===== src/rtl/ram_ctrl_pkg.sv =====
// Shared constants, state encoding and RAM command encoding for the ram_ctrl
// controller and its address generator.
package ram_ctrl_pkg;

  localparam int unsigned DW         = 32;
  localparam int unsigned AW         = 8;
  localparam int unsigned DEPTH      = 8;
  localparam int unsigned DEPTH_LOG2 = $clog2(DEPTH);
  localparam int unsigned LEN_W      = 3;

  // Keeps addresses inside the implemented DEPTH words; upper address bits stay zero.
  localparam logic [AW-1:0] ADDR_MASK = AW'((1 << DEPTH_LOG2) - 1);

  localparam logic RW_READ  = 1'b0;
  localparam logic RW_WRITE = 1'b1;

  localparam logic [2:0] ST_INIT     = 3'd0;
  localparam logic [2:0] ST_IDLE     = 3'd1;
  localparam logic [2:0] ST_WR_BEAT  = 3'd2;
  localparam logic [2:0] ST_RD_ISSUE = 3'd3;
  localparam logic [2:0] ST_RD_WAIT  = 3'd4;
  localparam logic [2:0] ST_RD_RESP  = 3'd5;

  typedef enum logic [2:0] {
    S_INIT     = ST_INIT,
    S_IDLE     = ST_IDLE,
    S_WR_BEAT  = ST_WR_BEAT,
    S_RD_ISSUE = ST_RD_ISSUE,
    S_RD_WAIT  = ST_RD_WAIT,
    S_RD_RESP  = ST_RD_RESP
  } state_t;

endpackage


===== src/rtl/ram_ctrl_addr_gen.sv =====
// Burst address generator: latched start address, modulo-DEPTH increment,
// beat counter and last-beat flag shared by the read, write and INIT paths.
module ram_ctrl_addr_gen
  import ram_ctrl_pkg::*;
(
  input  logic             clk,
  input  logic             rst,
  input  logic             load,
  input  logic             step,
  input  logic [AW-1:0]    start,
  input  logic [LEN_W-1:0] len,
  output logic [AW-1:0]    cur_addr,
  output logic [AW-1:0]    next_addr_c,
  output logic             last_c
);

  logic [LEN_W-1:0] cnt_q;
  logic [LEN_W-1:0] len_q;

  // Reset length covers the whole RAM so the INIT sweep terminates on last_c.
  always_ff @(posedge clk or posedge rst) begin
    if (rst) begin
      cur_addr <= '0;
      cnt_q    <= '0;
      len_q    <= LEN_W'(DEPTH - 1);
    end else if (load) begin
      cur_addr <= start & ADDR_MASK;
      cnt_q    <= '0;
      len_q    <= len;
    end else if (step) begin
      cur_addr <= next_addr_c;
      cnt_q    <= cnt_q + LEN_W'(1);
    end
  end

  assign next_addr_c = (cur_addr + AW'(1)) & ADDR_MASK;
  assign last_c      = (cnt_q == len_q);

endmodule


===== src/rtl/ram_ctrl.sv =====
// Burst controller for the single-port synchronous ram block.
// Define RAM_CTRL_INIT_EN to zero-fill the RAM after every reset.
module ram_ctrl
  import ram_ctrl_pkg::*;
(
  input  logic             clk,
  input  logic             rst,
  input  logic             req_valid,
  output logic             req_ready,
  input  logic             req_write,
  input  logic [AW-1:0]    req_addr,
  input  logic [LEN_W-1:0] req_len,
  input  logic             wr_valid,
  input  logic [DW-1:0]    wr_data,
  output logic             wr_ready,
  output logic             rd_valid,
  output logic [DW-1:0]    rd_data,
  input  logic             rd_ready,
  output logic             busy,
  output logic [AW-1:0]    ram_addr,
  output logic             ram_rw,
  output logic [DW-1:0]    ram_din,
  input  logic [DW-1:0]    ram_dout
);

  state_t        state_q;
  state_t        state_d;
  logic          ag_load;
  logic          ag_step;
  logic [AW-1:0] cur_addr;
  logic [AW-1:0] next_addr_c;
  logic          last_c;
  logic [AW-1:0] ram_addr_d;
  logic          ram_rw_d;
  logic [DW-1:0] ram_din_d;
  logic [DW-1:0] rd_data_d;
  logic          rd_valid_d;

  ram_ctrl_addr_gen u_addr_gen (
    .clk         (clk),
    .rst         (rst),
    .load        (ag_load),
    .step        (ag_step),
    .start       (req_addr),
    .len         (req_len),
    .cur_addr    (cur_addr),
    .next_addr_c (next_addr_c),
    .last_c      (last_c)
  );

  // Next state and next values of every registered output.
  always_comb begin
    state_d    = state_q;
    ag_load    = 1'b0;
    ag_step    = 1'b0;
    ram_addr_d = ram_addr;
    ram_rw_d   = RW_READ;
    ram_din_d  = ram_din;
    rd_data_d  = rd_data;
    rd_valid_d = rd_valid;
    case (state_q)
`ifdef RAM_CTRL_INIT_EN
      S_INIT: begin
        ram_addr_d = cur_addr;
        ram_rw_d   = RW_WRITE;
        ram_din_d  = '0;
        ag_step    = 1'b1;
        if (last_c) state_d = S_IDLE;
      end
`endif
      S_IDLE: begin
        if (req_valid && req_ready) begin
          ag_load = 1'b1;
          if (req_write) begin
            state_d = S_WR_BEAT;
          end else begin
            ram_addr_d = req_addr & ADDR_MASK;
            state_d    = S_RD_ISSUE;
          end
        end
      end
      S_WR_BEAT: begin
        if (wr_valid && wr_ready) begin
          ram_addr_d = cur_addr;
          ram_din_d  = wr_data;
          ram_rw_d   = RW_WRITE;
          ag_step    = 1'b1;
          if (last_c) state_d = S_IDLE;
        end
      end
      S_RD_ISSUE: state_d = S_RD_WAIT;
      S_RD_WAIT: begin
        // RAM output register now holds the addressed word.
        rd_data_d  = ram_dout;
        rd_valid_d = 1'b1;
        state_d    = S_RD_RESP;
      end
      S_RD_RESP: begin
        if (rd_valid && rd_ready) begin
          rd_valid_d = 1'b0;
          if (last_c) begin
            state_d = S_IDLE;
          end else begin
            ag_step    = 1'b1;
            ram_addr_d = next_addr_c;
            state_d    = S_RD_ISSUE;
          end
        end
      end
      default: state_d = S_IDLE;
    endcase
  end

  // State and output registers; handshake readies follow the next state.
  always_ff @(posedge clk or posedge rst) begin
    if (rst) begin
`ifdef RAM_CTRL_INIT_EN
      state_q <= S_INIT;
      busy    <= 1'b1;
`else
      state_q <= S_IDLE;
      busy    <= 1'b0;
`endif
      req_ready <= 1'b0;
      wr_ready  <= 1'b0;
      rd_valid  <= 1'b0;
      rd_data   <= '0;
      ram_addr  <= '0;
      ram_rw    <= RW_READ;
      ram_din   <= '0;
    end else begin
      state_q   <= state_d;
      busy      <= (state_d != S_IDLE);
      req_ready <= (state_d == S_IDLE);
      wr_ready  <= (state_d == S_WR_BEAT);
      rd_valid  <= rd_valid_d;
      rd_data   <= rd_data_d;
      ram_addr  <= ram_addr_d;
      ram_rw    <= ram_rw_d;
      ram_din   <= ram_din_d;
    end
  end

endmodule


===== config.mk =====
export PLATFORM = sky130hd
export DESIGN_NAME = ram_ctrl
export DESIGN_NICKNAME = d
export VERILOG_FILES = /design/src/rtl/ram_ctrl_pkg.sv /design/src/rtl/ram_ctrl_addr_gen.sv /design/src/rtl/ram_ctrl.sv
export SDC_FILE = /design/constraint.sdc
export NUM_CORES = 1
export LEC_CHECK = 0
export ABC_AREA = 1
export BUFFER_PORTS_ARGS = -buffer_cell sky130_fd_sc_hd__buf_2
export CORE_UTILIZATION = 40
export CTS_CLUSTER_DIAMETER = 100
export CTS_CLUSTER_SIZE = 14
export DETAILED_ROUTE_END_ITERATION = 10
export PLACE_DENSITY_LB_ADDON = 0.1
export SLEW_MARGIN = 25
export SYNTH_ARGS = -nofsm -noshare
export SYNTH_HDL_FRONTEND = slang
export SYNTH_SLANG_ARGS = --single-unit
export TNS_END_PERCENT = 10

===== constraint.sdc =====
create_clock -name clk -period 2.45 [get_ports clk]
set_input_delay 0.3675 -clock clk [delete_from_list [all_inputs] [get_ports clk]]
set_output_delay 0.3675 -clock clk [all_outputs]
set_load 0.05 [all_outputs]

==> results of run 1 <==
## flip-flops by register name (all words and copies together) (netlist names)
register,cells
rd_data,32
u_addr_gen.len_q,3
u_addr_gen.cur_addr,3
ram_rw,1
busy,1
ram_din,32
req_ready,1
rd_valid,1
u_addr_gen.cnt_q,3
state_q,3
wr_ready,1
ram_addr,3
## worst max path at each step
stage | from | endpoint | slack [ns]
3_5_place_dp | state_q[0] | ram_din[11] | 0.76
4_1_cts | state_q[0] | ram_din[3] | 0.74
2_1_floorplan | req_ready | ram_addr[0] | 1.0
3_3_place_gp | state_q[0] | ram_din[12] | 0.79
6_report | state_q[0] | ram_din[3] | 0.75
5_1_grt | state_q[0] | ram_din[3] | 0.62
## stage by stage
stage	power [mW]	instances	utilization	hold slack (ns)
6_report	7.31	679	0.530	0.0601
5_1_grt	7.77	679	0.530	0.0862
4_1_cts	7.38	679	0.530	0.0672
3_5_place_dp	6.28	663	0.505	0.453
3_3_place_gp	6.22	663	0.505	0.449
2_1_floorplan	5.39	422	-	0.449
## power breakdown
group | switching [mW] | total [mW] | leakage (nW) | internal, mW
Clock | 0.484 | 1.08 | 0.113 | 0.598
Sequential | 0.339 | 2.37 | 1.07 | 2.03
Combinational | 3.00 | 3.85 | 1.57 | 0.855
Total | 3.82 | 7.31 | 2.75 | 3.49
## kinds of logic (layout without fill, tap and decap cells)
group | after synthesis | count (layout) | share of synthesized area
AND/OR/NAND/NOR | 285 | 285 | 0.330
XOR/XNOR | 3 | 3 | 0.00732
flip-flops | 84 | 84 | 0.587
AO/OA/AOI/OAI | 8 | 8 | 0.0157
buffers and inverters | 35 | 184 | 0.0522
adder cells (fa/ha/maj) | 2 | 2 | 0.00697
other | 1 | 5 | 0.00104
## cell usage in the layout (no fill, tap or decap), drive strengths merged
cell type    n
o21bai       1
nand2      247
clkbuf      11
dfstp        4
nand3       16
nand3b       1
nor2        13
xnor2        1
bufinv       2
ha           2
o21ai        4
conb         5
a21oi        1
dfrtp       80
o31ai        1
nand4        8
xor2         2
inv         14
buf        153
o211ai       1
clkinvlp     1
clkinv       3
## layout make-up
class | count | area share
multi-input cells | 303 | 0.284
repair buffers | 153 | 0.172
clock buffers | 11 | 0.0306
inverters | 15 | 0.0130
well taps | 108 | 0.0292
clock inverters | 5 | 0.0162
flip-flops and latches | 84 | 0.456
## worst reg2reg max path, delay by kind of cell, from the launching register on
family	cells	cell delay [ns]
AND/OR/NAND/NOR	4	0.28
buffers and inverters	3	0.80
flip-flops	1	0.56
## per-layer routing
layer,up-vias,routed length [um]
met2,83,3680
met5,-,0
met3,19,443
met4,0,233
li1,1572,-
met1,1362,3870
==> reports/qor_table.md, run 1 <==
| Quantity | Reported |
|---|---|
| Die width | 96.8 um |
| Worst Reg-to-Reg Cells | 7 |
| Core Area | 0.00872 mm^2 |
| Startpoint kind of the worst setup timing path | flip-flop |
| Register clock-pin slew on the reported worst setup and hold paths | 0.08 ns |
| Maximum resistive drop on vdd | 0.782 mV |
| Most repeated cell in the gate-level netlist after synthesis | sky130_fd_sc_hd__nand2_1 |
| Critical Path Fanout Max | 33 |
| Number of buffers inserted for hold repair after clock tree synthesis | 0 |
| Wire length of the first global-routing pass | 13900 um |
| Setup TNS after final layout | 0 ns |
| Number of fillers in the final layout | 875 |
| Count of input and output buffers | 147 |
| Setup-violating endpoint count in the final report | 0 |
| Transition at the pin with the smallest max-transition slack | 0.602 ns |
| Share of Yosys cell area claimed by the top area cell type | 0.557 |
| Share of layout cells above drive strength 1 | 0.338 |
| DRT antenna net count | 0 |
| Buffer depth of the longest clock path | 2 |
| Share of synthesized registers carrying an async set or reset | 1.00 |
| Length of the first detailed-routing pass in iterations | 4 |
| Largest stage delay on the critical path | 0.56 ns |
| Launch instance of the worst register-to-register path | state_q[0] |
| Post-CTS Resized | 0 |
| Data required time at the worst endpoint | 2.74 ns |
| Largest net degree at the start of global routing | 48 |
| Worst setup slack for register-to-register paths | 0.75 ns |
| Sequential fraction of the synthesis area | 0.587 |
| GRT Max-Usage Layer | met2 |
| Gate count of the mapped netlist | 418 |
| Estimated wirelength of the detail-placed design | 5810 um |
| Worst max-slew margin expressed relative to the limit | 0.598 |
| DIE AREA | 0.00936 mm^2 |
| Area used by multi-input combinational logic | 0.00131 mm^2 |
| Capturing element type of the critical path | flip-flop |
| Met3 Track Usage GR | 0.0578 |
| Number of nets in the layout | 649 |
| Vias/cell | 4.47 |
| Synthesis-to-layout area growth | 28.7% |
| Total routing resource utilization after global routing | 0.187 |
| Placement-stage worst setup slack | 0.759 ns |
| Fraction of met2 tracks used by global routing | 0.284 |
| Synthesized area per cell | 8.59 um^2 |
| Most instantiated cells after synthesis | sky130_fd_sc_hd__nand2_1, sky130_fd_sc_hd__dfrtp_1, sky130_fd_sc_hd__nand3_1, sky130_fd_sc_hd__buf_2, sky130_fd_sc_hd__inv_1 |
| Number of antenna violations at the first check in global routing | 0 |
| Initial core utilization | 0.412 |
| RePlAce Congestion | 0.749 |
| Minimum setup slack in the final design | 0.754 ns |
| Run status | completed |
| Crit share post-route | 0.692 |
| Max Clock Freq | 590 MHz |
| Boundary pin count | 158 |
| Synthesized flop and latch total | 84 |
| Number of design rule violations left after detail routing | 0 |
| Data arrival, critical path | 1.98 ns |
| Crit path max-delay family | buffers and inverters |
| Clock tree from TritonCTS | done |
| Post-Route Skew | 0.00806 ns |
| RSZ-0062 raised after global routing | no |
| Cell at the root of the clock tree | sky130_fd_sc_hd__clkbuf_8 |
| Dominant cells by area after synthesis | sky130_fd_sc_hd__dfrtp_1, sky130_fd_sc_hd__nand2_1, sky130_fd_sc_hd__dfstp_2 |
| Total wirelength of the detailed-routed design | 8230 um |
| Power density cells | 1580 mW/mm^2 |
| Max-capacitance violation count | 0 |
| Crit. path cell count | 7 |
| Final Max Slew Viols | 0 |
| Number of setup buffers added after CTS | 0 |
| CTS H-Tree Depth | 3 |
| Endpoint of the lowest-slack register-to-register path | ram_din[3] |
| Routing usage on met1 | 0.243 |
| Worst min-delay path category | in2async |
| 1st-iter DRT viols | 88 |
| Clock insertion delay at the later pin of the skew report | 0.35 ns |
| Standard cell with the maximum stage delay on the critical path | sky130_fd_sc_hd__dfstp_2 |
| Total number of vias | 3036 |
| Top cell type by total area after synthesis | sky130_fd_sc_hd__dfrtp_1 |
| Total congestion overflow | 0 |
| Average wire length per cell after detail routing | 12.1 um |
| Final worst path period need | 1.70 ns |
| Combined flip-flop and latch cell area | 0.00211 mm^2 |
| Cts bufs inserted | 9 |
| Number of distinct library cell variants in the gate-level netlist after synthesis | 28 |
| Site Rows | 34 |
| Post-detailed-placement cell area | 0.00441 mm^2 |
| Reported leakage power | 2.75 nW |
| Most common flop cell mapped by yosys | sky130_fd_sc_hd__dfrtp_1 |
| EDFF count, synth | 0 |
| Number of buffer and inverter stages on the critical path | 3 |
| Number of sinks handled by clock tree synthesis | 84 |
| Synth warn | 0 |
| Via count of the first global-routing pass | 2871 |
| Inserted Diodes | 0 |
| Chip Height | 96.8 um |
| Post-route cell area | 0.00462 mm^2 |
| Mapped cell area | 0.00359 mm^2 |
| Final Hold Viols | 0 |
| Setup CP Type | reg2reg |
| Critical path cell sequence | inv_2 > nand3_4 > nor2_4 > inv_2 > buf_4 > nand2_1 > nand2_1 |
Power figures use the tool's default switching activity.
==> inputs of run 2 (changes only) <==
==> constraint.sdc (replaced) <==
create_clock -name clk -period 1.4 [get_ports clk]
set_input_delay 0.21 -clock clk [delete_from_list [all_inputs] [get_ports clk]]
set_output_delay 0.21 -clock clk [all_outputs]
set_load 0.05 [all_outputs]
==> reports/qor_table.md, run 2 (synthesized netlist as in run 1, its figures left out) <==
| Quantity | Reported | vs previous |
|---|---|---|
| Final worst path period need | 1.45 ns | -0.250 ns |
| Synthesis-to-layout area growth | 35.4% |  |
| Length of the first detailed-routing pass in iterations | 4 | unchanged |
| Data required time at the worst endpoint | 1.63 ns | -1.11 ns |
| Final Max Slew Viols | 0 | unchanged |
| Post-Route Skew | 0.0105 ns | +0.00243 ns |
| Reported leakage power | 2.86 nW | +3.9% |
| Register clock-pin slew on the reported worst setup and hold paths | 0.09 ns | about the same |
| Data arrival, critical path | 1.67 ns | -0.31 ns |
| Average wire length per cell after detail routing | 11.8 um | -2.3% |
| Worst min-delay path category | in2reg |  |
| Final Hold Slack | 0.0597 ns | -0.000410 ns |
| Total congestion overflow | 0 | unchanged |
| Largest stage delay on the critical path | 0.56 ns | about the same |
| Power density cells | 2710 mW/mm^2 | +71% |
| Int Power | 6.36 mW | +82% |
| Minimum setup slack in the final design | -0.0464 ns | -0.800 ns |
| Setup TNS after final layout | -0.134 ns | -0.134 ns |
| Count of input and output buffers | 147 | unchanged |
| Number of nets in the layout | 665 | +2.5% |
| Clock insertion delay at the later pin of the skew report | 0.34 ns | about the same |
| Cts bufs inserted | 9 | unchanged |
| Setup CP Type | reg2reg |  |
| Crit share post-route | 1.03 | +0.341 |
| Total wirelength of the detailed-routed design | 8240 um | +0.18% |
| Boundary pin count | 158 | unchanged |
| Hold Path Stages | 3 |  |
| RSZ-0062 raised after global routing | yes |  |
| Max-capacitance violation count | 0 | unchanged |
| Sw Ratio | 0.517 | -0.00630 |
| Max Clock Freq | 691 MHz | +17% |
| CTS H-Tree Depth | 3 | unchanged |
| Part of the total power dissipated in the clock network | 0.145 | -0.003 |
| Setup-violating endpoint count in the final report | 5 | +5 |
| Startpoint kind of the worst setup timing path | flip-flop |  |
| Wire length of the first global-routing pass | 14100 um | +1.3% |
| Post-Route Utilization | 0.558 | +0.0273 |
| Via count of the first global-routing pass | 3063 | +6.7% |
| DIE AREA | 0.00936 mm^2 | unchanged |
| Final Hold Viols | 0 | unchanged |
| Number of design rule violations left after detail routing | 0 | unchanged |
| Placed instance count | 674 | +1.7% |
| Switching power | 6.80 mW | +78% |
| Part of the total power dissipated in combinational logic | 0.538 | +0.011 |
| Share of layout cells above drive strength 1 | 0.365 | +0.0266 |
| Run status | finished with violations |  |
| Buffer depth of the longest clock path | 2 | unchanged |
| RePlAce Congestion | 0.766 | +2.2% |
| Initial core utilization | 0.412 | unchanged |
| Worst Reg-to-Reg Cells | 9 | +2 |
| Top flop regs | ram_din (32), rd_data (32) |  |
| Chip Height | 96.8 um | unchanged |
| Number of sinks handled by clock tree synthesis | 84 | unchanged |
| Largest net degree at the start of global routing | 38 | -21% |
| Most common cell after layout, fill and taps aside | sky130_fd_sc_hd__nand2_1 |  |
| Post-route cell area | 0.00486 mm^2 | +5.1% |
| Critical Path Fanout Max | 8 | -76% |
| Site Rows | 34 | unchanged |
| Cell at the root of the clock tree | sky130_fd_sc_hd__clkbuf_8 |  |
| Most used cells in the layout excluding fill and tap cells | sky130_fd_sc_hd__nand2_1, sky130_fd_sc_hd__buf_2, sky130_fd_sc_hd__dfrtp_1 |  |
| Total number of vias | 3119 | +2.7% |
| Vias/cell | 4.48 | +0.22% |
| Failing checks | negative setup slack |  |
| Die width | 96.8 um | unchanged |
| Core Area | 0.00872 mm^2 | unchanged |
| Power Total | 13.2 mW | +80% |
| Critical path cell sequence | inv_4 > buf_4 > nand3_4 > nor2_4 > inv_4 > buf_12 > nand3_2 > nand2_1 > nand2_1 |  |
| Count of non-filler cells in the finished layout | 696 | +2.5% |
| Post-detailed-placement cell area | 0.00453 mm^2 | +2.7% |
| Number of antenna violations at the first check in global routing | 1 | +1 |
| Total routing resource utilization after global routing | 0.186 | -0.000890 |
| DRT antenna net count | 0 | unchanged |
| Standard cell with the maximum stage delay on the critical path | sky130_fd_sc_hd__dfstp_2 |  |
| Estimated wirelength of the detail-placed design | 5970 um | +2.8% |
| Capturing element type of the critical path | flip-flop |  |
| Clock tree from TritonCTS | done |  |
| 1st-iter DRT viols | 138 | +57% |
| Placement-stage worst setup slack | -0.0338 ns | -0.792 ns |
| Maximum resistive drop on vdd | 1.46 mV | +86% |
| Sequential group share of total power | 0.317 | -0.008 |
-- run 2: changes by cell type in the layout (fill, tap and decap cells not counted), sizes merged --
cell,previous run,this run
dlygate4sd3,0,1
diode,0,1
clkbuf,11,12
clkinv,3,1
clkinvlp,1,2
buf,153,168
-- run 2: power by group through the flow --
stage                     clock network (mW)  registers, mW  logic (mW)
after global placement                     0           4.16        6.88
after floorplan                            0           7.54        1.89
after global routing                    2.09           4.32        7.60
after detailed placement                   0           4.19        6.96
final                                   1.91           4.17        7.07
after CTS                               1.97           4.18        7.04
-- run 2: final timing paths --
path,end,startpoint,slack (ns)
setup reg to reg,u_addr_gen.cur_addr[0],state_q[0],-0.05
min in group asynchronous,ram_din[30],rst,0.43
hold / removal,rd_data[24],ram_dout[24],0.06
setup / recovery,u_addr_gen.cur_addr[0],state_q[0],-0.05
hold reg to reg,rd_data[3],rd_data[3],0.47
max in group asynchronous,u_addr_gen.len_q[0],rst,0.41
-- run 2: layer usage --
metal / GRT usage / vias to the layer above / routed length, um
li1: - / 1600 / -
met1: 0.228 / 1429 / 3680
met2: 0.308 / 80 / 4040
met3: 0.0484 / 10 / 398
met4: 0.0838 / 0 / 125
met5: 0 / - / 0
-- run 2: final cells by class --
type,count,area [um^2]
diodes,1,2.50
clock buffers,12,145
clock inverters,4,72.6
fillers,861,3860
inverters,15,67.6
multi-input cells,303,1350
flip-flops and latches,84,2110
well taps,108,135
repair buffers,169,983
-- run 2: worst max-delay path, delay by kind of cell, from the launching register on --
kind | cells | cell delay (ns)
buffers and inverters | 4 | 0.40
and+or+nand+nor | 5 | 0.37
DFF | 1 | 0.56
-- run 2: timing repair --
item,4_1_cts,5_1_grt
setup buffers,2,2
endpoints found under the hold margin,13,0
setup endpoints to repair,27,60
pin swaps,5,4
gates resized for setup,8,13
gates cloned,0,0
hold buffers,1,0
==> inputs of run 3 (changes only) <==
--- a/config.mk
+++ b/config.mk
@@ -12,6 +12,7 @@
 export CTS_CLUSTER_SIZE = 14
 export DETAILED_ROUTE_END_ITERATION = 10
 export PLACE_DENSITY_LB_ADDON = 0.1
+export SKIP_LAST_GASP = 1
 export SLEW_MARGIN = 25
 export SYNTH_ARGS = -nofsm -noshare
 export SYNTH_HDL_FRONTEND = slang
==> reports/qor_table.md, run 3 (synthesized netlist as in run 1, its figures left out) <==
| Quantity | Reported | vs previous |
|---|---|---|
| Setup-violating endpoint count in the final report | 1 | -4 |
| DIE AREA | 0.00936 mm^2 | unchanged |
| Register clock-pin slew on the reported worst setup and hold paths | 0.08 ns | about the same |
| Clock tree from TritonCTS | done |  |
| RePlAce Congestion | 0.766 | unchanged |
| Estimated wirelength of the detail-placed design | 5970 um | unchanged |
| Worst min-delay path category | in2reg |  |
| Total number of vias | 3130 | +0.35% |
| Part of the total power dissipated in combinational logic | 0.537 | about the same |
| CTS H-Tree Depth | 3 | unchanged |
| Startpoint kind of the worst setup timing path | flip-flop |  |
| Maximum resistive drop on vdd | 1.46 mV | about the same |
| Cell at the root of the clock tree | sky130_fd_sc_hd__clkbuf_8 |  |
| Setup CP Type | reg2reg |  |
| Cts bufs inserted | 9 | unchanged |
| Wire length of the first global-routing pass | 14100 um | about the same |
| Die width | 96.8 um | unchanged |
| Post-route cell area | 0.00482 mm^2 | -0.77% |
| Endpoint of the lowest-slack register-to-register path | u_addr_gen.cur_addr[0] |  |
| Standard cell with the maximum stage delay on the critical path | sky130_fd_sc_hd__dfstp_2 |  |
| Placed instance count | 674 | unchanged |
| Final Max Slew Viols | 0 | unchanged |
| Buffer depth of the longest clock path | 2 | unchanged |
| Via count of the first global-routing pass | 3064 | +0.033% |
| Clock insertion delay at the later pin of the skew report | 0.35 ns | about the same |
| Capturing element type of the critical path | flip-flop |  |
| Share of layout cells above drive strength 1 | 0.358 | -0.00620 |
| Max Clock Freq | 708 MHz | +2.3% |
| Number of sinks handled by clock tree synthesis | 84 | unchanged |
| Crit share post-route | 1.01 | -0.0235 |
| Launch instance of the worst register-to-register path | state_q[0] |  |
| Count of non-filler cells in the finished layout | 695 | -0.14% |
| Vias/cell | 4.50 | +0.50% |
| Average wire length per cell after detail routing | 11.8 um | about the same |
| Total congestion overflow | 0 | unchanged |
| Hold Startpoint | wr_data[12] |  |
| Area used by multi-input combinational logic | 0.00134 mm^2 | -0.56% |
| Number of antenna violations at the first check in global routing | 1 | unchanged |
| Placement-stage worst setup slack | -0.0338 ns | unchanged |
| Post-Route Skew | 0.0104 ns | -0.0000831 ns |
| DRT antenna net count | 0 | unchanged |
| Data arrival, critical path | 1.64 ns | -0.03 ns |
| Post-detailed-placement cell area | 0.00453 mm^2 | unchanged |
| Switching power | 6.78 mW | -0.21% |
| Final Hold Viols | 0 | unchanged |
| Part of the total power dissipated in the clock network | 0.145 | about the same |
| Total wirelength of the detailed-routed design | 8230 um | -0.12% |
| Power density cells | 2720 mW/mm^2 | +0.54% |
| Sequential group share of total power | 0.318 | about the same |
| Number of fillers in the final layout | 873 | +1.4% |
| Max-capacitance violation count | 0 | unchanged |
| Final Hold Slack | 0.0577 ns | -0.00198 ns |
| Wire length on met3 | 446 um | +12% |
| Reported leakage power | 2.84 nW | -0.48% |
| Routed met2 length | 4040 um | -0.17% |
| Largest net degree at the start of global routing | 38 | unchanged |
| Number of nets in the layout | 664 | -0.15% |
| Count of input and output buffers | 147 | unchanged |
| Site Rows | 34 | unchanged |
| Number of design rule violations left after detail routing | 0 | unchanged |
| Most used cells in the layout excluding fill and tap cells | sky130_fd_sc_hd__nand2_1, sky130_fd_sc_hd__buf_2, sky130_fd_sc_hd__dfrtp_1 |  |
| Chip Height | 96.8 um | unchanged |
| Length of the first detailed-routing pass in iterations | 4 | unchanged |
| Worst Reg-to-Reg Cells | 9 | unchanged |
| Worst setup slack for register-to-register paths | -0.01 ns | +0.03 ns |
| Core Area | 0.00872 mm^2 | unchanged |
| Int Power | 6.34 mW | -0.27% |
| Hold-critical path endpoint | ram_din[12] |  |
| Highest routed layer | met4 |  |
| Boundary pin count | 158 | unchanged |
| Synthesis-to-layout area growth | 34.3% |  |
| Largest stage delay on the critical path | 0.56 ns | about the same |
| Wire length on met1 | 3620 um | -1.6% |
| Critical Path Fanout Max | 8 | unchanged |
| Final worst path period need | 1.41 ns | -0.0330 ns |
| Initial core utilization | 0.412 | unchanged |
| RSZ-0062 raised after global routing | yes |  |
| Most common cell after layout, fill and taps aside | sky130_fd_sc_hd__nand2_1 |  |
| Failing checks | negative setup slack |  |
| Top flop regs | ram_din (32), rd_data (32) |  |
| Power Total | 13.1 mW | -0.24% |
| Total routing resource utilization after global routing | 0.186 | about the same |
| Sw Ratio | 0.517 | about the same |
| Hold Path Stages | 3 | unchanged |
| Data required time at the worst endpoint | 1.63 ns | about the same |
| Minimum setup slack in the final design | -0.0134 ns | +0.0330 ns |
| 1st-iter DRT viols | 117 | -15% |
| Run status | finished with violations |  |
| Combined flip-flop and latch cell area | 0.00211 mm^2 | unchanged |
| Critical path cell sequence | inv_4 > buf_4 > nand3_4 > nor2_4 > inv_4 > buf_12 > nand3_2 > nand2_1 > nand2_1 |  |
==> run 3: cell count changes in the layout (fill, tap and decap cells not counted) <==
cell,before,now
sky130_fd_sc_hd__buf_4,12,14
sky130_fd_sc_hd__buf_8,3,0
sky130_fd_sc_hd__nand2_1,239,242
sky130_fd_sc_hd__nand2_2,7,4
==> run 3: how the worst max path moves through the flow <==
stage                from                     end  slack (ns)
2_1_floorplan   req_ready             ram_addr[0]       -0.05
3_3_place_gp   state_q[0]  u_addr_gen.cur_addr[2]      -0.005
3_5_place_dp   state_q[0]  u_addr_gen.cur_addr[2]       -0.03
4_1_cts        state_q[0]               req_ready       -0.02
5_1_grt        state_q[0]  u_addr_gen.cur_addr[1]       -0.13
6_report       state_q[0]  u_addr_gen.cur_addr[0]       -0.01
==> run 3: power groups by stage <==
stage	registers (mW)	clock network [mW]	logic, mW
finish	4.17	1.91	7.04
global route	4.32	2.09	7.57
CTS	4.18	1.97	7.03
detailed placement	4.19	0	6.96
global placement	4.16	0	6.88
floorplan	7.54	0	1.89
==> run 3: cell type report <==
class / count / area share
sequential: 84 / 0.437
clock buffer: 12 / 0.0301
timing repair buffer: 168 / 0.198
clock inverter: 4 / 0.0150
inverter: 15 / 0.0140
multi-input combinational: 303 / 0.278
tap: 108 / 0.0280
antenna: 1 / 0.000519
==> run 3: through the flow <==
step                      utilization  setup TNS (ns)
final                           0.553         -0.0134
after global routing            0.553           -2.23
after CTS                       0.549         -0.0710
after detailed placement        0.519          -0.112
after global placement          0.519        -0.00528
after floorplan                     -           -1.81
==> run 3: repair_timing <==
item                                    4_1_cts  5_1_grt
buffers inserted                              2        1
endpoints found under the setup margin       27       60
hold endpoints to repair                     13        0
pin swaps                                     4        4
hold buffers                                  1        0
resized for setup                             7        5
==> run 3: worst max-delay path, delay by kind of cell (launching register included) <==
family | cells | cell delay, ns
flip-flops | 1 | 0.56
buffers and inverters | 4 | 0.38
AND/OR/NAND/NOR | 5 | 0.37
==> run 3: per-layer routing <==
| metal | global-route usage | up-vias |
|---|---|---|
| met1 | 0.228 | 1433 |
| met2 | 0.308 | 89 |
| met3 | 0.0484 | 11 |
| met5 | 0 | - |
| met4 | 0.0838 | 0 |
| li1 | - | 1597 |
